[src/rtl/sharpen_stream_ctrl.sv]
// rtl/sharpen_stream_ctrl.sv - frame-buffer reader feeding the sharpen filter pixel stream.
// Define SHARPEN_CTRL_ROWGAP_EN to insert ROW_GAP idle cycles between rows.
module sharpen_stream_ctrl #(
  parameter int IMG_WIDTH    = 320,
  parameter int IMG_HEIGHT   = 240,
  parameter int FLUSH_CYCLES = 2*IMG_WIDTH+4,
  parameter int ROW_GAP      = 4
) (
  input  logic        clk,
  input  logic        reset,
  input  logic        start,
  input  logic        abort,
  input  logic        stall,
  output logic        rd_en,
  output logic [16:0] rAddr,
  input  logic [15:0] rData,
  output logic        we_out,
  output logic [16:0] wAddr_out,
  output logic [15:0] wData_out,
  output logic        busy,
  output logic        done
);

  localparam int CW   = (IMG_WIDTH  > 1) ? $clog2(IMG_WIDTH)  : 1;
  localparam int RW   = (IMG_HEIGHT > 1) ? $clog2(IMG_HEIGHT) : 1;
  localparam int WMAX = (FLUSH_CYCLES > ROW_GAP) ? FLUSH_CYCLES : ROW_GAP;
  localparam int WW   = $clog2(WMAX + 1);
  localparam logic [16:0] LAST_PIX = 17'(IMG_WIDTH*IMG_HEIGHT - 1);

`ifdef SHARPEN_CTRL_ROWGAP_EN
  typedef enum logic [2:0] {IDLE, READ, FLUSH, DONE, GAP} state_t;
`else
  typedef enum logic [2:0] {IDLE, READ, FLUSH, DONE} state_t;
`endif

  state_t          state;
  logic [16:0]     pixCnt;
  logic [CW-1:0]   col;
  logic [RW-1:0]   row;
  logic [WW-1:0]   waitCnt;
  logic [15:0]     heldData;

  // The read strobe reacts to stall in the same cycle so a stalled cycle never issues a read.
  assign rd_en     = (state == READ) && !stall;
  assign rAddr     = pixCnt;
  assign wData_out = we_out ? rData : heldData;

  always_ff @(posedge clk or negedge reset) begin
    if (!reset) begin
      state     <= IDLE;
      pixCnt    <= '0;
      col       <= '0;
      row       <= '0;
      waitCnt   <= '0;
      we_out    <= 1'b0;
      wAddr_out <= '0;
      heldData  <= '0;
      busy      <= 1'b0;
      done      <= 1'b0;
    end else begin
      we_out <= rd_en && !abort;
      if (rd_en && !abort) wAddr_out <= rAddr;
      if (we_out) heldData <= rData;
      done <= 1'b0;
      if (state != IDLE && abort) begin
        state   <= IDLE;
        busy    <= 1'b0;
        pixCnt  <= '0;
        col     <= '0;
        row     <= '0;
        waitCnt <= '0;
      end else begin
        case (state)
          IDLE: if (start) begin
            state  <= READ;
            busy   <= 1'b1;
            pixCnt <= '0;
            col    <= '0;
            row    <= '0;
          end
          READ: if (!stall) begin
            if (pixCnt == LAST_PIX) begin
              state   <= FLUSH;
              pixCnt  <= '0;
              col     <= '0;
              row     <= '0;
              waitCnt <= '0;
            end else begin
              pixCnt <= pixCnt + 17'd1;
              if (col == CW'(IMG_WIDTH - 1)) begin
                col <= '0;
                row <= row + 1'b1;
`ifdef SHARPEN_CTRL_ROWGAP_EN
                if (ROW_GAP > 0) begin
                  state   <= GAP;
                  waitCnt <= '0;
                end
`endif
              end else begin
                col <= col + 1'b1;
              end
            end
          end
`ifdef SHARPEN_CTRL_ROWGAP_EN
          GAP: if (waitCnt == WW'(ROW_GAP - 1)) begin
            state   <= READ;
            waitCnt <= '0;
          end else begin
            waitCnt <= waitCnt + 1'b1;
          end
`endif
          FLUSH: if (waitCnt == WW'(FLUSH_CYCLES - 1)) begin
            state   <= DONE;
            done    <= 1'b1;
            waitCnt <= '0;
          end else begin
            waitCnt <= waitCnt + 1'b1;
          end
          DONE: begin
            state <= IDLE;
            busy  <= 1'b0;
          end
          default: begin
            state <= IDLE;
            busy  <= 1'b0;
          end
        endcase
      end
    end
  end

endmodule

[config.mk]
export PLATFORM = sky130hd
export DESIGN_NAME = sharpen_stream_ctrl
export DESIGN_NICKNAME = d
export VERILOG_FILES = /design/src/rtl/sharpen_stream_ctrl.sv
export SDC_FILE = /design/constraint.sdc
export NUM_CORES = 1
export LEC_CHECK = 0
export CAP_MARGIN = 20
export CORE_ASPECT_RATIO = 1.2
export CORE_MARGIN = 10
export CORE_UTILIZATION = 50
export CTS_BUF_LIST = sky130_fd_sc_hd__clkbuf_16
export CTS_CLUSTER_DIAMETER = 120
export DETAILED_ROUTE_END_ITERATION = 16
export GPL_TIMING_DRIVEN = 0
export PLACE_DENSITY = 0.81
export SYNTH_ARGS = -nofsm -noshare
export SYNTH_HDL_FRONTEND = slang
export SYNTH_SLANG_ARGS = --single-unit
[constraint.sdc]
create_clock -name clk -period 6.29 [get_ports clk]
set_input_delay 1.258 -clock clk [delete_from_list [all_inputs] [get_ports clk]]
set_output_delay 1.258 -clock clk [all_outputs]
set_load 0.01 [all_outputs]
## Word-level counts from Yosys, hierarchy flattened

Cells that the tools add are included.

| storage, ports and cells | value |
|---|---|
| output and inout bits | 54 |
| flip-flop bits (word level) | 66 |
| logic and storage cells | 56 |
| input port bits | 21 |

| operators by class | value |
|---|---|
| multiplexer cells | 23 |
| equality and inequality tests | 9 |
| add/subtract/negate cells | 2 |
| reductions and logical operators | 14 |

Operators with widths:

| cell | number |
|---|---|
| 2-to-1 mux 17 bit | 4 |
| 2-to-1 mux 10 bit | 4 |
| case mux 17 bit (2 select lines) | 1 |
| case mux 10 bit (2 select lines) | 1 |
| adder 17 x 1 -> 17 bit (second input constant) | 1 |
| == test 17 bit (second input constant) | 1 |
| 2-to-1 mux 16 bit | 1 |
| 2-to-1 mux 3 bit | 5 |
| adder 10 x 1 -> 10 bit (second input constant) | 1 |
| == test 10 bit (second input constant) | 1 |
| case mux 3 bit (3 select lines) | 1 |
| nonzero test 3 bit | 3 |
| inequality test 3 bit (second input constant) | 2 |
| AND reduction 3 bit | 2 |
| 2-to-1 mux 1 bit | 5 |
| AND reduction 4 bit | 1 |
| == test 3 x 1 -> 1 bit (second input constant) | 1 |
| == test 3 x 2 -> 1 bit (second input constant) | 1 |
| logical AND 1 bit | 3 |
| zero test 3 bit | 1 |
| inequality test 3 x 1 -> 1 bit (second input constant) | 1 |
| inequality test 3 x 2 -> 1 bit (second input constant) | 1 |
| zero test 1 bit | 2 |
| inequality test 2 x 1 -> 1 bit (second input constant) | 1 |
| other kinds (3) | 3 |

## Depth between registers and ports, before layout

| logic depth | value |
|---|---|
| depth in word-level cells | 5 |
| depth in mapped cells | 8 |
| mapped depth without buffers | 7 |

## Least setup slack after synthesis

OpenSTA, ideal clock, no wires.

| path | value |
|---|---|
| kind | input to output |
| start point | input port rData[0] |
| end point | output port wData_out[0] |
| data arrival time | 1.541 ns |
| stages on the path | 1 |
| path slack | 3.491 ns |
| path buffers | 0 |
| data required time | 5.032 ns |
| path through | mux2_2 |

| on the way | value |
|---|---|
| longest elaborated chain between the ends | 1 |

RTL lines:

| what | line | RTL |
|---|---|---|
| start, declared | 16 | `input logic [15:0] rData,` |
| 2-to-1 mux 16 bit | - |  |
| end, declared | 19 | `output logic [15:0] wData_out,` |

Every way passes these cells.

## Worst setup path after layout

| path | value |
|---|---|
| start point | input port stall |
| end point | output port rd_en |

| on the way | value |
|---|---|
| longest elaborated chain between the ends | 2 |

RTL lines:

| what | line | RTL |
|---|---|---|
| start, declared | 13 | `input logic stall,` |
| zero test 1 bit | - |  |
| logical AND 1 bit | 44 | `assign rd_en = (state == READ) && !stall;` |
| end, declared | 14 | `output logic rd_en,` |

Every way passes these cells.

==> results by group <==
Status
  – Status: completed

Die
  – Core area: 6051 um2
  – Die area: 9764 um2
  – Die Height: 106.3 um
  – IO Pins: 75
  – Row cnt: 31
  – Width of the die: 91.89 um
  – Initial core utilization: 51.24%

Global route
  – Total congestion overflow: 0
  – First-pass GRT wire length: 12.48 mm
  – Initial antenna violation count: 0
  – Largest net degree at the start of global routing: 66
  – Vias in the first global route: 2526
  – GRT Total Usage: 15.73%

Synth
  – Syn avg cell area: 11.07 um2
  – Synth area leaders: dfrtp_1, mux2_2, nand3_1
  – Synth cell count leaders: dfrtp_1, mux2_2, nand2_1
  – Post-Syn Nets: 306
  – Synth area leader: dfrtp_1
  – Sequential area share after synthesis: 52.46%
  – Post-synth ARST share: 100.0%
  – Synth Instances: 280
  – Top FF cell, synth: dfrtp_1
  – Most common cell in the netlist: dfrtp_1
  – Top-area cell type share of the netlist area: 52.46%
  – Distinct cells, synth: 47
  – Synthesized flop and latch total: 65
  – Ys Warns: 0
  – EDFF count, synth: 0
  – Synthesized area: 3100 um2

Worst setup path
  – CP startpoint: stall
  – Worst Setup Path Type: in2out
  – Critical Path End Type: primary output
  – CP Max Fanout: 4
  – Crit path DAT: 2.46 ns
  – Reg2Reg Setup Slack: 3.76 ns
  – Reg2Reg Depth: 8
  – CP required: 5.03 ns
  – CP Launch Type: input pin
  – Worst r2r src: state[1]
  – R2r endpoint: rAddr[16]

Final layout
  – N_diodes: 0
  – Share of layout cells above drive strength 1: 16.49%
  – Final instance area: 4220 um2
  – Post-Layout Cell Count: 452
  – Area grow syn2layout: 36.12%
  – Nets: 391

Place
  – Cell Area, Placed: 3941 um2
  – Routability cong.: 0.8290
  – Port Buf Inserts: 74
  – Post-DP HPWL: 5.474 mm
  – Placed insts: 436

Timing
  – Setup_tns: 0 ns
  – Endpoints failing hold: 0
  – Final Cycle Share: 59.11%
  – Max-slew violations: 0
  – RSZ-0062 raised after global routing: no
  – Smallest hold slack: 0.4931 ns
  – Period minus WS final: 3.718 ns
  – Slew @ Worst Pin: 0.7836 ns
  – Final setup violation count: 0
  – FMAX: 0.2690 GHz
  – Worst rel slew slack: 47.76%
  – Worst Skew: 0.004114 ns

Clock tree
  – CTS root buf: clkbuf_16
  – Clk pin slew, worst setup/hold paths: 0.05 ns
  – Clock Sinks: 65
  – Worst-case clock buffer depth: 2
  – H-tree levels: 3
  – TritonCTS clock tree: yes
  – Setup bufs post-CTS: 0
  – Post_cts resized: 0
  – Worst-Skew Late Latency: 0.32 ns
  – TritonCTS Buffers: 9
  – Cts hold-fix bufs: 0

Hold path
  – Hold Path Origin: heldData[14]
  – Worst Hold Path Cells: 1
  – WHS Endpoint: heldData[14]
  – Worst hold path type: reg2reg

Pwr
  – Pwr dens: 380.9 nW/um2
  – Psw: 0.5156 mW
  – Logic gate share of total power: 38.5%
  – Final Total Pwr: 1.608 mW
  – Maximum vdd drop: 194.9 uV
  – LEAKAGE: 1.785 nW
  – Internal Power: 1.092 mW
  – Net Sw Frac: 32.07%
  – Share of total power in the clock network: 28.7%
  – Reg power frac: 32.9%

Drt
  – TritonRoute pass-1 iters: 5
  – Vias per cell: 5.635
  – DRC violations left: 0
  – Final WL: 7.601 mm
  – Routed Antenna Nets: 0
  – Drt wl/cell: 16.82 um
  – DR iter-0 viols: 225
  – Vias: 2547

Job
  – Max-cap violations: 0
## flip-flops by register name, indices dropped and copies added (netlist names)
name       cells
rAddr         17
wAddr_out     17
heldData      16
waitCnt       10
state          2
busy           1
done           1
we_out         1
## cell usage in the layout (no fill, tap or decap), drive strengths merged, types with 2 or more instances in the layout
cell type,netlist,routed
mux2i,2,2
a21oi,6,6
a21o,5,5
a2bb2oi,3,3
nand2b,3,3
o41ai,3,3
nor2,17,17
mux2,34,34
inv,6,8
o31ai,3,3
nor4,2,2
nand2,27,27
nor2b,5,5
nor3,9,9
clkinv,0,4
or4,4,4
or2,3,3
buf,5,6
ha,5,5
nand4,3,3
dfrtp,65,65
or3,2,2
clkdlybuf4s50,0,73
clkbuf,6,15
a22o,8,8
o22ai,2,2
nand3,21,21
o21ai,18,18
## cells by family (layout without fill, tap and decap cells)
group	after synthesis	count (layout)	share of synthesized area, %
AND/OR/NAND/NOR	101	101	16.67
flip-flops	65	65	52.46
AO/OA/AOI/OAI	56	56	13.36
multiplexers	36	36	12.99
buffers and inverters	17	107	2.502
adder cells (fa/ha/maj)	5	5	2.018
## layout make-up
type                            count  area, um2
Clock buffer                        9      225.2
Sequential cell                    65       1627
Timing Repair Buffer               74      738.2
Fill cell                         473       1831
Multi-Input combinational cell    198       1396
Buffer                             11      55.05
Tap cell                           82      102.6
Inverter                            6      22.52
Clock inverter                      7      53.80
## critical path, cell delays in order
cell and delay, ns:
clkdlybuf4s50_1 0.48, nor2b_1 0.16, clkdlybuf4s50_1 0.56
## routing by layer
| metal | wire length, um | track usage [%] | vias up |
|---|---|---|---|
| li1 | - | - | 1198 |
| met1 | 3167 | 19.05 | 1246 |
| met2 | 3835 | 25.76 | 95 |
| met3 | 519 | 4.856 | 8 |
| met4 | 78 | 5.740 | 0 |
| met5 | 0 | 0 | - |
## how the worst max path moves through the flow
stage,depth (start not counted),endpoint
floorplan,1,wData_out[0]
global placement,1,heldData[11]
detailed placement,3,wData_out[8]
CTS,3,rd_en
global route,3,rd_en
finish,3,rd_en
## metrics by stage
| stage | util (%) | setup WS (ns) |
|---|---|---|
| 3_3_place_gp | 65.18 | 1.857 |
| 6_report | 69.75 | 2.572 |
| 3_5_place_dp | 65.14 | 2.586 |
| 5_1_grt | 69.75 | 2.489 |
| 4_1_cts | 69.75 | 2.573 |
| 2_1_floorplan | - | 3.491 |
## power by group through the flow
stage / combinational (mW) / sequential [mW] / clock [mW]
after floorplan: 0.358 / 0.534 / 0
after detailed placement: 0.617 / 0.536 / 0
final: 0.618 / 0.528 / 0.461
after global routing: 0.668 / 0.538 / 0.494
after CTS: 0.625 / 0.529 / 0.473
after global placement: 0.600 / 0.531 / 0
(Power assumes the default switching activity.)
